<file path="src/rtl/gpu_video_pkg.sv">
// Shared video timing definitions: preset constants, timing derivations and
// the line-fetch state encoding used by gpu_vtg.
package gpu_video_pkg;

    localparam int unsigned CNT_W  = 12;
    localparam int unsigned ADDR_W = 11;

    typedef struct packed {
        logic [CNT_W-1:0] h_disp;
        logic [CNT_W-1:0] h_fp;
        logic [CNT_W-1:0] h_sync;
        logic [CNT_W-1:0] h_bp;
        logic [CNT_W-1:0] v_disp;
        logic [CNT_W-1:0] v_fp;
        logic [CNT_W-1:0] v_sync;
        logic [CNT_W-1:0] v_bp;
    } vtg_timing_t;

    // 640x480@60, 25.2 MHz pixel clock
    localparam vtg_timing_t VTG_640X480_60 = '{
        h_disp: 12'd640, h_fp: 12'd16, h_sync: 12'd96, h_bp: 12'd48,
        v_disp: 12'd480, v_fp: 12'd10, v_sync: 12'd2,  v_bp: 12'd33
    };

    // 640x480 on a 25.0 MHz pixel clock, shortened vertical back porch
    localparam vtg_timing_t VTG_640X480_25M = '{
        h_disp: 12'd640, h_fp: 12'd16, h_sync: 12'd96, h_bp: 12'd48,
        v_disp: 12'd480, v_fp: 12'd10, v_sync: 12'd2,  v_bp: 12'd29
    };

    // 1024x768@75, 78.75 MHz pixel clock
    localparam vtg_timing_t VTG_1024X768_75 = '{
        h_disp: 12'd1024, h_fp: 12'd16, h_sync: 12'd96, h_bp: 12'd176,
        v_disp: 12'd768,  v_fp: 12'd1,  v_sync: 12'd3,  v_bp: 12'd28
    };

    typedef enum logic {
        FETCH_IDLE = 1'b0,
        FETCH_REQ  = 1'b1
    } fetch_state_t;

    function automatic int unsigned h_total(input int unsigned disp, input int unsigned fp,
                                            input int unsigned sync, input int unsigned bp);
        return disp + fp + sync + bp;
    endfunction

    function automatic int unsigned v_total(input int unsigned disp, input int unsigned fp,
                                            input int unsigned sync, input int unsigned bp);
        return disp + fp + sync + bp;
    endfunction

    function automatic int unsigned h_start(input int unsigned fp, input int unsigned sync,
                                            input int unsigned bp);
        return fp + sync + bp;
    endfunction

    function automatic int unsigned v_start(input int unsigned fp, input int unsigned sync,
                                            input int unsigned bp);
        return fp + sync + bp;
    endfunction

endpackage

</file>
<file path="src/rtl/gpu_vtg_if.sv">
// Line-buffer side of the timing generator: pixel read port and line-fetch handshake.
interface gpu_vtg_if #(
    parameter int unsigned BPC = 1
);
    import gpu_video_pkg::*;

    logic [ADDR_W-1:0]  pix_addr;
    logic [3*BPC-1:0]   pix_data;
    logic               line_req;
    logic [ADDR_W-1:0]  line_num;
    logic               line_ack;

    modport master (
        output pix_addr, line_req, line_num,
        input  pix_data, line_ack
    );

    modport slave (
        input  pix_addr, line_req, line_num,
        output pix_data, line_ack
    );

endinterface

</file>
<file path="src/rtl/gpu_vtg_fetch.sv">
// Line-fetch requester: asks for each new source line at the start of the
// line and flags a sticky underrun if the buffer has not answered by active video.
module gpu_vtg_fetch
    import gpu_video_pkg::*;
#(
    parameter int unsigned H_START    = 160,
    parameter int unsigned V_START    = 45,
    parameter int unsigned SCALE_LOG2 = 0
) (
    input  logic              clk,
    input  logic              resetn,
    input  logic              en,
    input  logic [CNT_W-1:0]  hc,
    input  logic [CNT_W-1:0]  vc,
    input  logic              line_ack,
    input  logic              clr_underrun,
    output logic              line_req,
    output logic [ADDR_W-1:0] line_num,
    output logic              underrun
);

    localparam logic [CNT_W-1:0] H_START_C = CNT_W'(H_START);
    localparam logic [CNT_W-1:0] V_START_C = CNT_W'(V_START);
    localparam logic [CNT_W-1:0] ROW_MASK  = CNT_W'((1 << SCALE_LOG2) - 1);

    fetch_state_t     state;
    logic [CNT_W-1:0] row_c;
    logic             start_c;
    logic             timeout_c;

    // A new source line begins only on rows that are not repeats of a scaled line
    always_comb begin
        row_c     = vc - V_START_C;
        start_c   = (hc == '0) && (vc >= V_START_C) && ((row_c & ROW_MASK) == '0);
        timeout_c = en && (state == FETCH_REQ) && !line_ack && (hc == H_START_C);
    end

    always_ff @(posedge clk) begin
        if (!resetn) begin
            state    <= FETCH_IDLE;
            line_req <= 1'b0;
            line_num <= '0;
            underrun <= 1'b0;
        end else begin
            if (timeout_c) begin
                underrun <= 1'b1;
            end else if (clr_underrun) begin
                underrun <= 1'b0;
            end

            if (!en) begin
                state    <= FETCH_IDLE;
                line_req <= 1'b0;
                line_num <= '0;
            end else begin
                case (state)
                    FETCH_IDLE: begin
                        if (start_c) begin
                            state    <= FETCH_REQ;
                            line_req <= 1'b1;
                            line_num <= ADDR_W'(row_c >> SCALE_LOG2);
                        end
                    end
                    FETCH_REQ: begin
                        // An ack on the deadline cycle still counts as in time
                        if (line_ack || (hc == H_START_C)) begin
                            state    <= FETCH_IDLE;
                            line_req <= 1'b0;
                        end
                    end
                    default: begin
                        state    <= FETCH_IDLE;
                        line_req <= 1'b0;
                    end
                endcase
            end
        end
    end

endmodule

</file>
<file path="src/rtl/gpu_vtg.sv">
// Video timing generator: h/v counters, two-stage pixel pipeline (address, then
// colour) and the line-fetch requester for the external line buffer.
module gpu_vtg
    import gpu_video_pkg::*;
#(
    parameter int unsigned H_DISP     = 640,
    parameter int unsigned H_FP       = 16,
    parameter int unsigned H_SYNC     = 96,
    parameter int unsigned H_BP       = 48,
    parameter int unsigned V_DISP     = 480,
    parameter int unsigned V_FP       = 10,
    parameter int unsigned V_SYNC     = 2,
    parameter int unsigned V_BP       = 33,
    parameter int unsigned BPC        = 1,
    parameter int unsigned SCALE_LOG2 = 0,
    parameter bit          SYNC_POL   = 1'b0
) (
    input  logic             clk,
    input  logic             resetn,
    input  logic             en,
    gpu_vtg_if.master        vbus,
    output logic [3*BPC-1:0] rgb,
    output logic             hsync,
    output logic             vsync,
    output logic             de,
    output logic             frame_start,
    output logic             underrun,
    input  logic             clr_underrun
);

    localparam int unsigned H_START = h_start(H_FP, H_SYNC, H_BP);
    localparam int unsigned V_START = v_start(V_FP, V_SYNC, V_BP);

    localparam logic [CNT_W-1:0] H_LAST_C     = CNT_W'(h_total(H_DISP, H_FP, H_SYNC, H_BP) - 1);
    localparam logic [CNT_W-1:0] V_LAST_C     = CNT_W'(v_total(V_DISP, V_FP, V_SYNC, V_BP) - 1);
    localparam logic [CNT_W-1:0] H_START_C    = CNT_W'(H_START);
    localparam logic [CNT_W-1:0] V_START_C    = CNT_W'(V_START);
    localparam logic [CNT_W-1:0] H_FP_C       = CNT_W'(H_FP);
    localparam logic [CNT_W-1:0] V_FP_C       = CNT_W'(V_FP);
    localparam logic [CNT_W-1:0] H_SYNC_END_C = CNT_W'(H_FP + H_SYNC);
    localparam logic [CNT_W-1:0] V_SYNC_END_C = CNT_W'(V_FP + V_SYNC);

    logic [CNT_W-1:0]  hc;
    logic [CNT_W-1:0]  vc;
    logic              act_c;
    logic              hs_c;
    logic              vs_c;
    logic              fs_c;
    logic [ADDR_W-1:0] addr_c;
    logic              de_s1;
    logic              hs_s1;
    logic              vs_s1;
    logic              fs_s1;

    // Raster position; disabling restarts the frame from the top of vertical blanking
    always_ff @(posedge clk) begin
        if (!resetn || !en) begin
            hc <= '0;
            vc <= '0;
        end else if (hc == H_LAST_C) begin
            hc <= '0;
            vc <= (vc == V_LAST_C) ? '0 : vc + CNT_W'(1);
        end else begin
            hc <= hc + CNT_W'(1);
        end
    end

    always_comb begin
        act_c  = (hc >= H_START_C) && (vc >= V_START_C);
        hs_c   = ((hc >= H_FP_C) && (hc < H_SYNC_END_C)) ? SYNC_POL : ~SYNC_POL;
        vs_c   = ((vc >= V_FP_C) && (vc < V_SYNC_END_C)) ? SYNC_POL : ~SYNC_POL;
        fs_c   = (hc == H_START_C) && (vc == V_START_C);
        addr_c = act_c ? ADDR_W'((hc - H_START_C) >> SCALE_LOG2) : '0;
    end

    // Stage 1 issues the buffer address; stage 2 captures the returned colour
    always_ff @(posedge clk) begin
        if (!resetn || !en) begin
            vbus.pix_addr <= '0;
            de_s1         <= 1'b0;
            hs_s1         <= ~SYNC_POL;
            vs_s1         <= ~SYNC_POL;
            fs_s1         <= 1'b0;
            rgb           <= '0;
            de            <= 1'b0;
            hsync         <= ~SYNC_POL;
            vsync         <= ~SYNC_POL;
            frame_start   <= 1'b0;
        end else begin
            vbus.pix_addr <= addr_c;
            de_s1         <= act_c;
            hs_s1         <= hs_c;
            vs_s1         <= vs_c;
            fs_s1         <= fs_c;
            rgb           <= de_s1 ? vbus.pix_data : '0;
            de            <= de_s1;
            hsync         <= hs_s1;
            vsync         <= vs_s1;
            frame_start   <= fs_s1;
        end
    end

    gpu_vtg_fetch #(
        .H_START    (H_START),
        .V_START    (V_START),
        .SCALE_LOG2 (SCALE_LOG2)
    ) u_fetch (
        .clk          (clk),
        .resetn       (resetn),
        .en           (en),
        .hc           (hc),
        .vc           (vc),
        .line_ack     (vbus.line_ack),
        .clr_underrun (clr_underrun),
        .line_req     (vbus.line_req),
        .line_num     (vbus.line_num),
        .underrun     (underrun)
    );

endmodule

</file>
<file path="src/flat_wrapper.sv">
// flat-port wrapper written by rule: the top's interface ports become plain ports
module gpu_vtg_flat import gpu_video_pkg::*;
#(
    parameter int unsigned H_DISP     = 640,
    parameter int unsigned H_FP       = 16,
    parameter int unsigned H_SYNC     = 96,
    parameter int unsigned H_BP       = 48,
    parameter int unsigned V_DISP     = 480,
    parameter int unsigned V_FP       = 10,
    parameter int unsigned V_SYNC     = 2,
    parameter int unsigned V_BP       = 33,
    parameter int unsigned BPC        = 1,
    parameter int unsigned SCALE_LOG2 = 0,
    parameter bit          SYNC_POL   = 1'b0
)
  (clk, resetn, en, rgb, hsync, vsync, de, frame_start, underrun, clr_underrun, vbus_pix_addr, vbus_line_req, vbus_line_num, vbus_pix_data, vbus_line_ack);
  gpu_vtg_if #(.BPC(BPC)) vbus_i ();
  input  logic clk;
  input  logic resetn;
  input  logic en;
  output logic [3*BPC-1:0] rgb;
  output logic hsync;
  output logic vsync;
  output logic de;
  output logic frame_start;
  output logic underrun;
  input  logic clr_underrun;
  output wire logic [$bits(vbus_i.pix_addr)-1:0] vbus_pix_addr;
  output wire logic [$bits(vbus_i.line_req)-1:0] vbus_line_req;
  output wire logic [$bits(vbus_i.line_num)-1:0] vbus_line_num;
  input wire logic [$bits(vbus_i.pix_data)-1:0] vbus_pix_data;
  input wire logic [$bits(vbus_i.line_ack)-1:0] vbus_line_ack;
  assign vbus_pix_addr = vbus_i.pix_addr;
  assign vbus_line_req = vbus_i.line_req;
  assign vbus_line_num = vbus_i.line_num;
  assign vbus_i.pix_data = vbus_pix_data;
  assign vbus_i.line_ack = vbus_line_ack;
  gpu_vtg #(.H_DISP(H_DISP), .H_FP(H_FP), .H_SYNC(H_SYNC), .H_BP(H_BP), .V_DISP(V_DISP), .V_FP(V_FP), .V_SYNC(V_SYNC), .V_BP(V_BP), .BPC(BPC), .SCALE_LOG2(SCALE_LOG2), .SYNC_POL(SYNC_POL)) u_core (.clk(clk), .resetn(resetn), .en(en), .vbus(vbus_i), .rgb(rgb), .hsync(hsync), .vsync(vsync), .de(de), .frame_start(frame_start), .underrun(underrun), .clr_underrun(clr_underrun));
endmodule
</file>
<file path="config.mk">
export PLATFORM = sky130hd
export DESIGN_NAME = gpu_vtg_flat
export DESIGN_NICKNAME = d
export VERILOG_FILES = /design/src/rtl/gpu_video_pkg.sv /design/src/rtl/gpu_vtg_if.sv /design/src/rtl/gpu_vtg_fetch.sv /design/src/rtl/gpu_vtg.sv /design/src/flat_wrapper.sv
export SDC_FILE = /design/constraint.sdc
export NUM_CORES = 1
export LEC_CHECK = 0
export BUFFER_PORTS_ARGS = -buffer_cell sky130_fd_sc_hd__buf_2
export CAP_MARGIN = 10
export CORE_ASPECT_RATIO = 1.75
export CORE_UTILIZATION = 51
export DETAILED_ROUTE_END_ITERATION = 8
export HOLD_SLACK_MARGIN = 0.1
export PLACE_DENSITY = 0.74
export SLEW_MARGIN = 5
export SYNTH_ARGS = -nofsm -noshare
export SYNTH_HDL_FRONTEND = slang
export SYNTH_HIERARCHICAL = 1
export SYNTH_SLANG_ARGS = --single-unit
</file>
<file path="constraint.sdc">
create_clock -name clk -period 2.3 [get_ports clk]
set_input_delay 0 -clock clk [delete_from_list [all_inputs] [get_ports clk]]
set_output_delay 0 -clock clk [all_outputs]
set_load 0.1 [all_outputs]
</file>
== Word level (Yosys, flattened, before mapping) ==
Cells that the tools add are included.
Word-level totals
  register bits after elaboration: 60
  output and inout bits: 31
  word-level logic and storage cells: 67
Operators by class
  add/sub/neg operators: 4
  magnitude comparators: 6
  equal/unequal tests: 6
  mux-type cells: 11
  bitwise gates (word level): 3
  reduce and logical (&&, ||, !) cells: 21
Operators with widths (count)
  12-bit by 1-bit adder with 12-bit output (second input constant): 2
  12-bit by 10-bit == test with 1-bit output (second input constant): 2
  12-bit by 6-bit == test with 1-bit output (second input constant): 1
  12-bit by 8-bit == test with 1-bit output (second input constant): 1
  12-bit by 4-bit greater-or-equal comparator with 1-bit output (second input constant): 1
  12-bit by 5-bit greater-or-equal comparator with 1-bit output (second input constant): 1
  12-bit by 6-bit greater-or-equal comparator with 1-bit output (second input constant): 1
  12-bit by 8-bit greater-or-equal comparator with 1-bit output (second input constant): 1
  12-bit logical NOT: 1
  12-bit by 4-bit less-than comparator with 1-bit output (second input constant): 1
  12-bit by 7-bit less-than comparator with 1-bit output (second input constant): 1
  12-bit two-way mux: 1
  11-bit by 6-bit subtractor with 11-bit output (second input constant): 1
  11-bit by 8-bit subtractor with 11-bit output (second input constant): 1
  1-bit logical AND: 8
  1-bit two-way mux: 8
  2-bit AND reduction: 3
  2-bit OR reduction: 3
  1-bit case mux with 2 select lines: 2
  1-bit logical NOT: 3
  1-bit NOT: 3
  1-bit logical OR: 2
  2-bit by 1-bit != test with 1-bit output (second input constant): 1
  2-bit != test (second input constant): 1
  2-bit nonzero test: 1

== Depth between registers and ports, before layout ==
  word-level depth: 4
  depth in mapped cells: 8
  mapped depth without buffers: 7

== Modules after synthesis ==
Netlist, hierarchy kept.
By module, submodules not included
  gpu_vtg: times used 1, cells each 227, area each 2004.4 um^2
  gpu_vtg_fetch: times used 1, cells each 86, area each 795.8 um^2

== Worst setup path after synthesis ==
Ideal clock, no wire load.
  kind: register to register
  from: reg u_core.hc[5]
  to: reg u_core.vc[6]
  setup time: 70 ps
  data arrival time: 2177 ps
  data required time: 2230 ps
  slack: 52 ps
  cell stages (with the launch flop): 7
  period minus slack after synthesis: 2248 ps
  cells stage by stage: dfxtp_1 buf_6 or4_4 or4_1 buf_2 or4b_1 a21oi_1
On the way
  word-level cells in the longest chain between the ends: 1
Ends and longest elaborated chain
  start: declaration: RTL line gpu_vtg.sv:43  | logic [CNT_W-1:0] hc;
  start signal: assignment: RTL line gpu_vtg.sv:64  | hc <= hc + CNT_W'(1);
  12-bit by 10-bit == test with 1-bit output: RTL line gpu_vtg.sv:60  | end else if (hc == H_LAST_C) begin
  end signal: assignment: RTL line gpu_vtg.sv:62  | vc <= (vc == V_LAST_C) ? '0 : vc + CNT_W'(1);
  end: declaration: RTL line gpu_vtg.sv:44  | logic [CNT_W-1:0] vc;
Every way passes these cells.
A chain may end at the register's enable or synchronous reset.

== Final worst setup path ==
  from: reg u_core.hc[0]
  to: reg u_core.vc[5]
Same word-level chain as after synthesis.

==> impl_metrics.csv <==
group,metric,value,unit
run_status,outcome,"finished with violations",
run_status,violations,"design-rule violations",
setup_path,timing.rr.start,"u_core/hc[0]",
power,powerDensity,634.5,nW/um^2
power,p_seq_share,46.7,%
setup_path,reg2reg_depth,6,
setup_path,crit_type,"reg -> reg",
floorplan,num_rows,35,
placed_design,place_ws,0.1092,ns
worst_hold_path,min_path_type,"in -> reg",
clock_tree,clkLatencyLatePin,0.34,ns
setup_path,cp-start-kind,"flip-flop",
sta,worst_slack,0.1396,ns
placed_design,place.gp.congestion,0.9393,
global_route,grt_pass1_vias,2445,
drt,dr.pass1.iters,9,
sta,max_slew_margin,57.96,%
sta,min_period,2.160,ns
power,p_comb_share,2.1,%
floorplan,dieHeight,100.0,um
setup_path,regToRegSetupSlack,0.14,ns
power,p_leak,1.394,nW
setup_path,worstSetupEndpointType,"flip-flop",
logic_synthesis,synthTopCellsByCount,"dfxtp_1, nor2_1, nand2_1",
global_route,overflow,0,
global_route,grt_max_degree,20,
logic_synthesis,yosys.area.top_type,"dfxtp_1",
logic_synthesis,yosys_most_used_dff,"dfxtp_1",
clock_tree,path_clk_slew,0.07,ns
cells_and_area,nFillCells,442,
cells_and_area,drive_gt1_share,23.58,%
setup_path,critPathRequiredTime,2.56,ns
sta,finalClockSkew,0.007368,ns
setup_path,worst-path-max-fanout,13,
floorplan,floorplan.initialDensity,53.29,%
logic_synthesis,synth_seq_area_share,42.90,%
floorplan,io_pins,39,
drt,drc,1,
clock_tree,numClockSinks,60,
power,internal_power,1.800,mW
drt,routed_wl,6854,um
drt,drt-initial-drc-count,145,
logic_synthesis,synth_top_area_share,42.90,%
logic_synthesis,synth_area_leaders,"dfxtp_1, ha_1, xnor2_1",
sta,whs,0.3899,ns
floorplan,core,5255,um^2
logic_synthesis,syn_area,2800,um^2
logic_synthesis,synthDistinctLibCells,52,
placed_design,port_buffers,38,
power,pwr-share-clk,51.1,%
clock_tree,cts_buffers,9,
sta,timing.final.crit_share,93.93,%
cells_and_area,final_nets,401,
drt,avgViaCountPerCell,5.773,
sta,setup_tns,0,ns
sta,finalSetupViolCount,0,
global_route,grt_pass1_wl,11100,um
sta,hold_viol_final,0,
power,switching_share,19.41,%
sta,slew_viol_final,0,
logic_synthesis,synth_seq_cells,60,
cells_and_area,antennaDiodeCount,0,
logic_synthesis,synth_cells,313,
clock_tree,htreeDepth,3,
global_route,antenna_found_initial,0,
power,p_sw,0.4334,mW
sta,fmax,462.9,MHz
logic_synthesis,synthesis.nets,332,
setup_path,critPathLaunch,"u_core/hc[0]",
clock_tree,clk_path_buf_depth,2,
setup_path,rr_endpoint,"u_core/vc[5]",
logic_synthesis,yosysMostFrequentCell,"dfxtp_1",
setup_path,endpoint,"u_core/vc[5]",
floorplan,die_area,5803,um^2
logic_synthesis,yosys_warnings,6,
cells_and_area,area_growth,25.69,%
placed_design,post-dp-hpwl,4729,um
logic_synthesis,synth-async-reset-ratio,0,%
drt,ant_nets,0,
drt,post_drt_wl_per_cell,15.54,um
clock_tree,cts_tree,"yes",
logic_synthesis,post_synth.cell_area_avg,8.946,um^2
clock_tree,clock-root-buffer,"clkbuf_8",
flow_run,maxCapViolCount,0,
global_route,grt_use_total,25.58,%
logic_synthesis,synth_edf_count,0,
sta,rsz0062_at_grt,"false",
sta,tightest_slew,0.6290,ns
power,max-vdd-ir-drop,0.4681,mV
setup_path,arrival,2.42,ns
floorplan,fp.dieW,58.02,um
drt,vias,2546,
## critical path, stage by stage (launching register included)
cell and delay [ns]:
dfxtp_1 0.42, ha_1 0.24, nand4_1 0.14, or4_4 0.58, buf_4 0.21, or3_1 0.35, a21oi_1 0.14
## how the worst min path moves through the flow
stage                    endpoint  cells after the start  slack [ns]              from
detailed placement  u_core/rgb[1]                      2        0.20  vbus_pix_data[1]
global placement    u_core/rgb[0]                      2        0.20  vbus_pix_data[0]
finish              u_core/rgb[0]                      3        0.39  vbus_pix_data[0]
floorplan           u_core/rgb[0]                      1        0.12  vbus_pix_data[0]
CTS                 u_core/rgb[0]                      3        0.38  vbus_pix_data[0]
global route        u_core/rgb[0]                      3        0.39  vbus_pix_data[0]
## registers in the layout (all words and copies together), names as in the netlist
register and cells:
u_core/hs_s1 1, u_core/rgb 3, u_core/frame_start 1, u_core/u_fetch/line_num 11, u_core/u_fetch/underrun 1, u_core/de_s1 1, u_core/hsync 1, u_core/u_fetch/state 1
u_core/vsync 1, u_core/vbus.pix_addr 11, u_core/vs_s1 1, u_core/hc 12, u_core/u_fetch/line_req 1, u_core/fs_s1 1, u_core/vc 12, u_core/de 1
## metal layers
metal / GRT usage, % / up-vias / part of all wire (%)
met1: 25.28 / 1187 / 37
met5: 0 / - / 0
met3: 7.216 / 18 / 5.0
met2: 45.09 / 99 / 55
li1: - / 1242 / -
met4: 16.85 / 0 / 3.3
## power groups by stage
stage          clock (mW)  combinational (mW)  sequential, mW
3_5_place_dp            0              0.0360            1.07
4_1_cts              1.16              0.0449            1.04
3_3_place_gp            0              0.0354            1.07
6_report             1.14              0.0479            1.04
5_1_grt              1.22              0.0526            1.04
2_1_floorplan           0              0.0206            1.07
## timing repair
action                                 in CTS  in global routing
setup buffers                               0                  1
hold buffers                                9                  0
endpoints found under the hold margin       8                  0
gates resized for setup                     0                  2
setup endpoints to repair                   0                  3
## metrics by stage
| stage | instance area [um^2] | utilization, % | cells | power [mW] |
|---|---|---|---|---|
| 6_report | 3520 | 66.98 | 441 | 2.233 |
| 2_1_floorplan | 2800 | - | 313 | 1.086 |
| 5_1_grt | 3520 | 66.98 | 441 | 2.316 |
| 3_5_place_dp | 3179 | 60.50 | 416 | 1.102 |
| 4_1_cts | 3507 | 66.74 | 440 | 2.250 |
| 3_3_place_gp | 3179 | 60.50 | 416 | 1.101 |
## cells by family (layout without fill, tap and decap cells)
group / Yosys count / after routing / share of synthesized area, %
fa+ha+maj: 11 / 11 / 4.915
flops: 60 / 60 / 42.90
buf+inv: 28 / 101 / 4.334
simple gates: 139 / 139 / 27.26
xor+xnor: 22 / 22 / 6.881
compound gates: 50 / 50 / 12.65
mux: 3 / 3 / 1.072
## cells in the final DEF (no fill, tap or decap), drive strengths merged, types with 9 or more instances in the layout
cell type and count:
dlygate4sd3 9, clkbuf 10, a21oi 15, nor3 12, buf 62, nand2 23
ha 11, a211oi 10, inv 15, or3 12, dfxtp 60, xnor2 15
o21ai 9, nand3 12, nor2 32
## final cells by class
class | instances | area (um^2) | share of cell area (%)
clock buffer | 10 | 137.6 | 3.910
clock inverter | 5 | 100.1 | 2.844
inverter | 15 | 56.30 | 1.600
multi-input combinational | 225 | 1483 | 42.13
sequential | 60 | 1201 | 34.13
tap | 55 | 68.82 | 1.955
timing repair buffer | 71 | 473.0 | 13.44
Note: power is estimated with default switching activity, not from simulation.
